`src/rtl/shift_seq_ctrl_if.sv`:
```
// Handshake and shift-unit signal bundle for the multi-bit shift sequencer.
// slave = sequencer view; master = command decoder plus shift unit view.
interface shift_seq_ctrl_if #(
    parameter int WIDTH = 16,
    parameter int AMT_W = 4
);
    logic             req_valid;
    logic             req_ready;
    logic [WIDTH-1:0] req_data;
    logic [AMT_W-1:0] req_amt;
    logic             req_dir;

    logic             resp_valid;
    logic             resp_ready;
    logic [WIDTH-1:0] resp_data;
    logic             busy;

    logic [WIDTH-1:0] su_A;
    logic [WIDTH-1:0] su_B;
    logic             su_enable;
    logic [1:0]       su_fun;
    logic [WIDTH-1:0] su_out;
    logic             su_flag;

    modport slave (
        input  req_valid, req_data, req_amt, req_dir, resp_ready, su_out, su_flag,
        output req_ready, resp_valid, resp_data, busy, su_A, su_B, su_enable, su_fun
    );

    modport master (
        output req_valid, req_data, req_amt, req_dir, resp_ready, su_out, su_flag,
        input  req_ready, resp_valid, resp_data, busy, su_A, su_B, su_enable, su_fun
    );
endinterface

```
`src/rtl/shift_seq_ctrl.sv`:
```
// Sequences an N-bit shift as N single-bit passes through the registered shift unit.
// Latency 2*N+1 cycles from accept to resp_valid, plus any su_flag stall cycles.
// One request in flight; req_ready low while busy, resp_valid held until resp_ready.
module shift_seq_ctrl #(
    parameter int WIDTH = 16,
    parameter int AMT_W = 4
) (
    input  logic              clk,
    input  logic              rst,
    shift_seq_ctrl_if.slave   bus
);

    typedef enum logic [1:0] {
        S_IDLE  = 2'd0,
        S_ISSUE = 2'd1,
        S_WAIT  = 2'd2,
        S_DONE  = 2'd3
    } state_t;

    state_t           state, state_nxt;
    logic [WIDTH-1:0] work, work_nxt;
    logic [AMT_W-1:0] count, count_nxt;
    logic             dir, dir_nxt;
    logic [WIDTH-1:0] resp_data_q, resp_data_nxt;

    logic             req_ready_q;
    logic             resp_valid_q;
    logic             busy_q;
    logic             su_enable_q;
    logic [WIDTH-1:0] su_a_q;
    logic [1:0]       su_fun_q;

    // req_ready_q is only ever high in IDLE, so this is the real accept.
    logic accept;
    assign accept = bus.req_valid & req_ready_q;

    always_ff @(posedge clk) begin
        if (rst) begin
            state <= S_IDLE;
            work  <= '0;
            count <= '0;
            dir   <= 1'b0;
        end else begin
            state <= state_nxt;
            work  <= work_nxt;
            count <= count_nxt;
            dir   <= dir_nxt;
        end
    end

    always_comb begin
        state_nxt     = state;
        work_nxt      = work;
        count_nxt     = count;
        dir_nxt       = dir;
        resp_data_nxt = resp_data_q;
        case (state)
            S_IDLE: begin
                if (accept) begin
                    work_nxt  = bus.req_data;
                    count_nxt = bus.req_amt;
                    dir_nxt   = bus.req_dir;
                    if (bus.req_amt == '0) begin
                        resp_data_nxt = bus.req_data;
                        state_nxt     = S_DONE;
                    end else begin
                        state_nxt = S_ISSUE;
                    end
                end
            end
            S_ISSUE: state_nxt = S_WAIT;
            S_WAIT: begin
                // A missing su_flag simply holds here; the shift unit owns the stall.
                if (bus.su_flag) begin
                    work_nxt  = bus.su_out;
                    count_nxt = count - AMT_W'(1);
                    if (count == AMT_W'(1)) begin
                        resp_data_nxt = bus.su_out;
                        state_nxt     = S_DONE;
                    end else begin
                        state_nxt = S_ISSUE;
                    end
                end
            end
            S_DONE: begin
                if (resp_valid_q && bus.resp_ready) state_nxt = S_IDLE;
            end
            default: state_nxt = S_IDLE;
        endcase
    end

    // Outputs are registered off the next state so nothing from an input reaches a port.
    always_ff @(posedge clk) begin
        if (rst) begin
            req_ready_q  <= 1'b0;
            resp_valid_q <= 1'b0;
            busy_q       <= 1'b0;
            su_enable_q  <= 1'b0;
            su_a_q       <= '0;
            su_fun_q     <= 2'b00;
            resp_data_q  <= '0;
        end else begin
            req_ready_q  <= (state_nxt == S_IDLE);
            resp_valid_q <= (state_nxt == S_DONE);
            busy_q       <= (state_nxt != S_IDLE);
            su_enable_q  <= (state_nxt == S_ISSUE);
            resp_data_q  <= resp_data_nxt;
            if (state_nxt == S_ISSUE) begin
                su_a_q   <= work_nxt;
                su_fun_q <= {1'b0, dir_nxt};
            end
        end
    end

    assign bus.req_ready  = req_ready_q;
    assign bus.resp_valid = resp_valid_q;
    assign bus.resp_data  = resp_data_q;
    assign bus.busy       = busy_q;
    assign bus.su_enable  = su_enable_q;
    assign bus.su_A       = su_a_q;
    assign bus.su_B       = '0;
    assign bus.su_fun     = su_fun_q;

endmodule

```
`src/flat_wrapper.sv`:
```
// flat-port wrapper written by rule: the top's interface ports become plain ports
module shift_seq_ctrl_flat 
#(
    parameter int WIDTH = 16,
    parameter int AMT_W = 4
)
  (clk, rst, bus_req_valid, bus_req_data, bus_req_amt, bus_req_dir, bus_resp_ready, bus_su_out, bus_su_flag, bus_req_ready, bus_resp_valid, bus_resp_data, bus_busy, bus_su_A, bus_su_B, bus_su_enable, bus_su_fun);
  shift_seq_ctrl_if #(.WIDTH(WIDTH), .AMT_W(AMT_W)) bus_i ();
  input  logic clk;
  input  logic rst;
  input wire logic [$bits(bus_i.req_valid)-1:0] bus_req_valid;
  input wire logic [$bits(bus_i.req_data)-1:0] bus_req_data;
  input wire logic [$bits(bus_i.req_amt)-1:0] bus_req_amt;
  input wire logic [$bits(bus_i.req_dir)-1:0] bus_req_dir;
  input wire logic [$bits(bus_i.resp_ready)-1:0] bus_resp_ready;
  input wire logic [$bits(bus_i.su_out)-1:0] bus_su_out;
  input wire logic [$bits(bus_i.su_flag)-1:0] bus_su_flag;
  output wire logic [$bits(bus_i.req_ready)-1:0] bus_req_ready;
  output wire logic [$bits(bus_i.resp_valid)-1:0] bus_resp_valid;
  output wire logic [$bits(bus_i.resp_data)-1:0] bus_resp_data;
  output wire logic [$bits(bus_i.busy)-1:0] bus_busy;
  output wire logic [$bits(bus_i.su_A)-1:0] bus_su_A;
  output wire logic [$bits(bus_i.su_B)-1:0] bus_su_B;
  output wire logic [$bits(bus_i.su_enable)-1:0] bus_su_enable;
  output wire logic [$bits(bus_i.su_fun)-1:0] bus_su_fun;
  assign bus_i.req_valid = bus_req_valid;
  assign bus_i.req_data = bus_req_data;
  assign bus_i.req_amt = bus_req_amt;
  assign bus_i.req_dir = bus_req_dir;
  assign bus_i.resp_ready = bus_resp_ready;
  assign bus_i.su_out = bus_su_out;
  assign bus_i.su_flag = bus_su_flag;
  assign bus_req_ready = bus_i.req_ready;
  assign bus_resp_valid = bus_i.resp_valid;
  assign bus_resp_data = bus_i.resp_data;
  assign bus_busy = bus_i.busy;
  assign bus_su_A = bus_i.su_A;
  assign bus_su_B = bus_i.su_B;
  assign bus_su_enable = bus_i.su_enable;
  assign bus_su_fun = bus_i.su_fun;
  shift_seq_ctrl #(.WIDTH(WIDTH), .AMT_W(AMT_W)) u_core (.clk(clk), .rst(rst), .bus(bus_i));
endmodule
```
`config.mk`:
```
export PLATFORM = sky130hd
export DESIGN_NAME = shift_seq_ctrl_flat
export DESIGN_NICKNAME = d
export VERILOG_FILES = /design/src/rtl/shift_seq_ctrl_if.sv /design/src/rtl/shift_seq_ctrl.sv /design/src/flat_wrapper.sv
export SDC_FILE = /design/constraint.sdc
export NUM_CORES = 1
export LEC_CHECK = 0
export ABC_CLOCK_PERIOD_IN_PS = 2550
export CAP_MARGIN = 20
export CORE_MARGIN = 2
export CORE_UTILIZATION = 45
export DETAILED_ROUTE_END_ITERATION = 10
export PLACE_DENSITY = 0.79
export SETUP_SLACK_MARGIN = 0.1
export SYNTH_ARGS = -nofsm -noshare
export SYNTH_HDL_FRONTEND = slang
export SYNTH_SLANG_ARGS = --single-unit
```
`constraint.sdc`:
```
create_clock -name clk -period 2.55 [get_ports clk]
set_input_delay 0.255 -clock clk [delete_from_list [all_inputs] [get_ports clk]]
set_output_delay 0.255 -clock clk [all_outputs]
set_load 0.02 [all_outputs]
```
* Word level (Yosys, flattened, before mapping)
Cells that the tools add are included.
Cells by class: bitwise logic cells 1, multiplexer cells 19, add/sub/neg operators 1, equal/unequal tests 10, reduce and logical (&&, ||, !) cells 8
Operators with widths (number):
- $mux W16 | 6
- $pmux W16 S2 | 2
- $mux W2 | 5
- $mux W4 | 2
- $pmux W2 S4 | 1
- $pmux W4 S2 | 1
- $eq A2 B2 Y1 const B | 3
- $ne A2 B1 Y1 const B | 3
- $reduce_and A5 Y1 | 1
- $eq A2 B1 Y1 const B | 2
- $eq A4 B1 Y1 const B | 1
- $logic_not A2 Y1 | 2
- $logic_not A4 Y1 | 1
- $reduce_bool A2 Y1 | 2
- $sub A4 B1 Y4 const B | 1
- $reduce_and A3 Y1 | 1
- $mux W1 | 2
- $ne A2 B2 Y1 const B | 1
- $and A1 B1 Y1 | 1
- $logic_and A1 B1 Y1 | 1
Word-level totals: output and inout bits 54, logic and storage cells 50, register bits after elaboration 60, input bits 42

* Depth between registers and ports, before layout
Gate-level depths: netlist of the first run.
word-level depth 5, depth in mapped cells 8, gate-level depth less buffers 6

* Least setup slack after synthesis of the first run
Ideal clock, no wire load.
kind reg-to-reg, start point register u_core.state[0], end point register u_core.su_a_q[0] (netlist: u_core.bus.su_A[0]), arrival time 1704 ps, required time 2429 ps, setup slack 725 ps, cell stages (with the launch flop) 8, setup time 121 ps, cell sequence dfxtp_1 buf_4 and3b_1 buf_6 a311o_1 nand3_4 buf_12 mux2_4
Between the ends: cells in the longest elaborated chain, start to end 3, elaborated cells between the ends (all ways) 10, those cells by class eq/ne (4); mux (5); reduce/logical (1)
RTL lines:
- start: declaration | RTL line shift_seq_ctrl.sv:20 | state_t state, state_nxt;
- start signal: assignment | RTL line shift_seq_ctrl.sv:44 | state <= state_nxt;
- $eq A2 B2 Y1, or another cell as far along | RTL line shift_seq_ctrl.sv:57 | case (state)
- $pmux W2 S4 | RTL line shift_seq_ctrl.sv:57
- $eq A2 B1 Y1 | RTL line shift_seq_ctrl.sv:108 | if (state_nxt == S_ISSUE) begin
- end signal: assignment | RTL line shift_seq_ctrl.sv:109 | su_a_q <= work_nxt;
- end: declaration | RTL line shift_seq_ctrl.sv:30 | logic [WIDTH-1:0] su_a_q;
Several ways; a longest one is shown, not always the timed one. A chain may end at the register's enable or synchronous reset.

* Worst setup path in the final report of the first run
start point register u_core.count[1], end point register u_core.su_a_q[11] (netlist: u_core.bus.su_A[11])
Between the ends: cells in the longest elaborated chain, start to end 5
RTL lines:
- start: declaration | RTL line shift_seq_ctrl.sv:22 | logic [AMT_W-1:0] count, count_nxt;
- start signal: assignment | RTL line shift_seq_ctrl.sv:46 | count <= count_nxt;
- $eq A4 B1 Y1 | RTL line shift_seq_ctrl.sv:77 | if (count == AMT_W'(1)) begin
- $mux W2 | RTL line shift_seq_ctrl.sv:77
- $mux W2 | RTL line shift_seq_ctrl.sv:74 | if (bus.su_flag) begin
- $pmux W2 S4 | RTL line shift_seq_ctrl.sv:57
- $eq A2 B1 Y1 | RTL line shift_seq_ctrl.sv:108
No other way between the ends.

==> reports/results.tsv, run 1 <==
metric	value	unit
crit_chain	inv_1 -> ha_1 -> nor3b_1 -> o21ai_0 -> nand3_4 -> mux2_4	
ys_seq_area_share	42.93	%
power_density	617.7	nW/um^2
synth.most_common_cell	dfxtp_1	
synth-seq-cells	60	
status	complete, no violations	
fin_area	3720	sq um
post-dp-hpwl	4.890	mm
grt_pass1_wl	11.05	mm
end_kind	flop	
fin_crit_sh	77.15	%
track_usage	20.08	%
placed_area	3536	sq um
synth_top_area_cell	dfxtp_1	
rows	28	
layout.nets	422	
cp.arrival	2200	ps
synthTopCellsByArea	dfxtp_1 (43%), a21oi_1 (6.8%), mux2_4 (5.4%)	
initial_utilization	46.97	%
firstDrtPassIters	4	
synthTopCellsByCount	dfxtp_1 (60), nand2_1 (40), a21oi_1 (38)	
antenna_found_initial	0	
fin_crit	1967	ps
num_io_pins	96	
core_region_area	5956	sq um
clock_tree.buffer_depth	2	
htree_levels	3	
io_buffers	78	
crit_required	2780	ps
synth_top_area_share	42.93	%
cts_buffers	9	
synth_area_per_cell	9.173	sq um
synth-main-ff-cell	dfxtp_1	
worstSetupStartpointType	flop	
crit_path_max_incr_delay	390	ps
cts_tree	yes	
whs	471.1	ps
fillers	507	
netlist_instances	305	
grt_pass1_vias	2290	
overflow	0	
crit_family	simple AND/OR/NAND/NOR gates	
grt_max_degree	49	
cp_max_fo	17	
drive_gt1_share	11.75	%
ctsHoldBuffers	0	
finalHoldViolations	0	
first_iter_violations	171	
vias	2451	
dieArea	6864	sq um
clock-sinks	60	
syn_to_final_growth	32.96	%
cts_root_buf	clkbuf_8	
ctsResizeCount	0	
yosysUniqueCellTypes	37	
hold_class	flop to flop	
synth_edf_count	0	
fin_skew	5.171	ps
drv_cap	0	
antenna_cells	0	
async_flop_share	0	%
critical_path_class	flop to flop	
wl_per_cell	15.36	microns
max_freq	0.5083	GHz
synthesis.area	2798	sq um
crit_buf_inv	1	
ant_nets	0	
power.leakage	1.387	nW
ys_warn_count	0	
post-cts-setup-buffers	0	
clk_latency	340	ps
fp.dieH	82.85	microns
tns	0	ps
wl	7.034	mm
rsz0062_at_grt	false	
cp_slowest_cell	mux2_4	
max-vdd-ir-drop	364.9	uV
maxSlewViolCount	0	
routabilityCongestion	0.7815	
drc	0	
die_w	82.85	microns
tightest_slew	847.7	ps
clk_pin_slew	70	ps
slew_headroom	43.49	%
setup_violations	0	
viasPerCell	5.352	
cells by family (layout without fill, tap and decap cells):
logic type | count (synthesis) | after routing | share of synthesized area (%)
AOI/OAI and AO/OA | 81 | 81 | 18.87
adders and majority gates | 2 | 2 | 0.8943
DFF | 60 | 60 | 42.93
buffers and inverters | 46 | 108 | 10.06
muxes | 18 | 18 | 8.587
other | 1 | 17 | 0.1340
and+or+nand+nor | 97 | 97 | 18.52
state kept, by name, indices dropped and copies added (netlist names):
register / flops
u_core.work: 16
u_core.bus.busy: 1
u_core.bus.su_A: 16
u_core.bus.req_ready: 1
u_core.bus.resp_data: 16
u_core.count: 4
u_core.dir: 1
u_core.bus.su_enable: 1
u_core.bus.resp_valid: 1
u_core.bus.su_fun: 1
u_core.state: 2
per-layer routing:
metal,vias to the layer above,GRT usage (%),wire [microns]
met1,1139,24.52,3024
li1,1201,-,-
met5,-,0,0
met4,0,9.687,140
met2,100,32.62,3388
met3,11,5.567,481
cell type report:
| cell class | count | area [sq um] | area share [%] |
|---|---|---|---|
| Multi-Input combinational cell | 215 | 1375 | 36.97 |
| Sequential cell | 60 | 1201 | 32.29 |
| Timing Repair Buffer | 88 | 850.8 | 22.87 |
| Clock buffer | 11 | 131.4 | 3.532 |
| Tap cell | 75 | 93.84 | 2.523 |
| Clock inverter | 5 | 52.55 | 1.413 |
| Inverter | 4 | 15.01 | 0.4036 |
final timing paths:
check                                    start                               end  slack (ps)  cells after the start
setup / recovery  u_core.count[1]$_SDFFE_PP0P_  u_core.bus.su_A[11]$_SDFFE_PP0N_         580                      6
hold / removal      u_core.work[15]$_SDFF_PP0_        u_core.work[15]$_SDFF_PP0_         470                      2
setup reg to reg  u_core.count[1]$_SDFFE_PP0P_  u_core.bus.su_A[11]$_SDFFE_PP0N_         580                      6
hold reg to reg     u_core.work[15]$_SDFF_PP0_        u_core.work[15]$_SDFF_PP0_         470                      2
where the power goes:
part	internal, mW	total [mW]	leakage [nW]	switching [mW]
clock	0.446	0.814	0.0931	0.368
combinational	0.211	0.458	0.807	0.247
sequential	0.993	1.03	0.487	0.0328
metrics by stage:
step / utilization (%) / cells / power [mW] / setup WS [ps]
final: 62.46 / 458 / 2.298 / 582.7
after global routing: 62.46 / 458 / 2.389 / 465.4
after CTS: 62.46 / 458 / 2.300 / 575.7
after detailed placement: 59.37 / 442 / 1.501 / 334.9
after global placement: 59.37 / 442 / 1.493 / 393.2
after floorplan: - / 321 / 1.344 / 724.6
worst reg2reg max path: cells and delay by family, from the launching register on:
kind | cells | cell delay, ps
compound gates | 1 | 330
flops | 1 | 360
simple gates | 2 | 490
fa+ha+maj | 1 | 190
buf+inv | 1 | 80
mux | 1 | 400
layout by cell type, fill, tap and decap left out, types with 9 or more instances in the layout:
master           count
nand3_1             17
mux2_4              10
nand2_1             40
clkdlybuf4s50_1     77
clkbuf_8             9
conb_1              17
a22oi_1             17
buf_4               10
a311oi_1            16
dfxtp_1             60
nor2b_1             19
a21oi_1             38
(Power assumes the default switching activity.)
==> run 2: changes to the inputs <==
--- a/config.mk
+++ b/config.mk
@@ -5,7 +5,7 @@
 export SDC_FILE = /design/constraint.sdc
 export NUM_CORES = 1
 export LEC_CHECK = 0
-export ABC_CLOCK_PERIOD_IN_PS = 2550
+export ABC_CLOCK_PERIOD_IN_PS = 2000
 export CAP_MARGIN = 20
 export CORE_MARGIN = 2
 export CORE_UTILIZATION = 45
==> constraint.sdc (replaced) <==
create_clock -name clk -period 2 [get_ports clk]
set_input_delay 0.2 -clock clk [delete_from_list [all_inputs] [get_ports clk]]
set_output_delay 0.2 -clock clk [all_outputs]
set_load 0.02 [all_outputs]
==> run 2 against run 1 <==
Effect of this change: via count rose by 3.8%; worst hold slack worse by 190 ps; final cell count up 2.0%; wire length up 2.6%; sequential power rose by 26%; die area is the same; sequential share of layout area fell by 1.1 points; global-route usage grew 0.80 points.
==> reports/results.tsv, run 2 (synthesis gave the netlist of run 1 again) <==
metric	value	unit
status	complete, no violations	
post-dp-hpwl	5.095	mm
vias	2545	
fp.dieH	82.85	microns
cts_tree	yes	
die_w	82.85	microns
max_freq	0.5535	GHz
track_usage	20.88	%
maxSlewViolCount	0	
end_kind	flop	
max-vdd-ir-drop	393.3	uV
multiInputGateArea	1388	sq um
crit_required	2240	ps
firstDrtPassIters	4	
grt_pass1_vias	2477	
fin_crit	1807	ps
initial_utilization	46.97	%
grt_max_degree	31	
whs	276.8	ps
wl	7.217	mm
viasPerCell	5.450	
pre_cts_ws	-72.60	ps
layoutNonFillerInstCount	467	
finalPower	2.997	mW
cts_buffers	9	
first_iter_violations	194	
final_cell_mix	clkdlybuf4s50_1 (77), dfxtp_1 (60), nand2_1 (40), a21oi_1 (38), nor2b_1 (19)	
cp.arrival	2050	ps
fin_skew	6.762	ps
fin_crit_sh	90.33	%
io_buffers	78	
ctsHoldBuffers	0	
layout.nets	431	
ant_nets	0	
power_density	779.1	nW/um^2
critical_path_class	flop to flop	
dp_cells	450	
overflow	0	
syn_to_final_growth	37.52	%
antenna_found_initial	0	
finalHoldViolations	0	
regArea	1201	sq um
drc	0	
hold_class	primary input to flop	
clock_tree.buffer_depth	2	
num_io_pins	96	
gr-max-usage-layer	met2	
clk_latency	330	ps
drv_cap	0	
tns	0	ps
rows	28	
grt_pass1_wl	11.62	mm
wl_per_cell	15.45	microns
met2_usage	35.85	%
clk_pin_slew	70	ps
cp_max_fo	10	
power.leakage	1.453	nW
dieArea	6864	sq um
routabilityCongestion	0.8633	
rsz0062_at_grt	false	
antenna_cells	0	
worstSetupStartpointType	flop	
setup_violations	0	
final_common_cell	clkdlybuf4s50_1	
cts_root_buf	clkbuf_8	
use_met1	25.14	%
htree_levels	3	
setup_ws	193.4	ps
core_region_area	5956	sq um
drive_gt1_share	14.29	%
grt_use_met3	6.064	%
clock-sinks	60	
fillers	502	
==> run 2: cell types whose count changed in the layout (fill, tap and decap cells not counted), moves of 2 or more <==
| cell | before | now |
|---|---|---|
| a311oi_1 | 16 | 14 |
| a311oi_2 | 0 | 2 |
| buf_12 | 0 | 3 |
| buf_4 | 10 | 16 |
==> run 2: final cells by class <==
cell class	count	share of cell area, %
Clock buffer	12	3.772
Inverter	4	0.3902
Tap cell	75	2.439
Clock inverter	4	1.268
Timing Repair Buffer	97	24.85
Sequential cell	60	31.22
Multi-Input combinational cell	215	36.07
==> run 2: repair_timing <==
item / 4_1_cts / 5_1_grt
setup buffers: 1 / 0
gates resized for setup: 0 / 3
pin swaps: 1 / 0
cloned: 0 / 0
setup endpoints to repair: 17 / 19
==> run 2: path summary, 6_finish.rpt <==
check	start	to	slack [ps]	cells after the start
min	rst	u_core.bus.busy$_SDFF_PP0_	280	2
max reg2reg	u_core.count[1]$_SDFFE_PP0P_	u_core.bus.resp_data[4]$_SDFFE_PP0P_	190	7
min reg2reg	u_core.dir$_SDFF_PP0_	u_core.dir$_SDFF_PP0_	470	2
max	u_core.count[1]$_SDFFE_PP0P_	u_core.bus.resp_data[4]$_SDFFE_PP0P_	190	7
==> run 2: metrics by stage <==
stage	util, %	cell area (sq um)
finish	64.60	3847
global route	64.60	3847
CTS	64.39	3835
detailed placement	60.80	3621
global placement	60.80	3621
floorplan	-	2858
==> run 2: critical path, cell delays in order (launching register included) <==
cell,delay (ps)
dfxtp_1,360
inv_1,70
ha_1,190
nor4bb_1,130
a211o_1,340
and2_1,210
buf_4,180
a311oi_1,230
==> run 2: where the power goes <==
group | total [mW] | switching (mW) | leakage (nW) | internal [mW]
combinational | 0.627 | 0.328 | 0.866 | 0.299
clock | 1.07 | 0.459 | 0.100 | 0.608
sequential | 1.30 | 0.0385 | 0.487 | 1.27
==> run 2: per-layer routing <==
metal,vias up,wire length [microns]
li1,1220,-
met1,1197,3072
met2,119,3548
met3,9,516
met4,0,80
met5,-,0
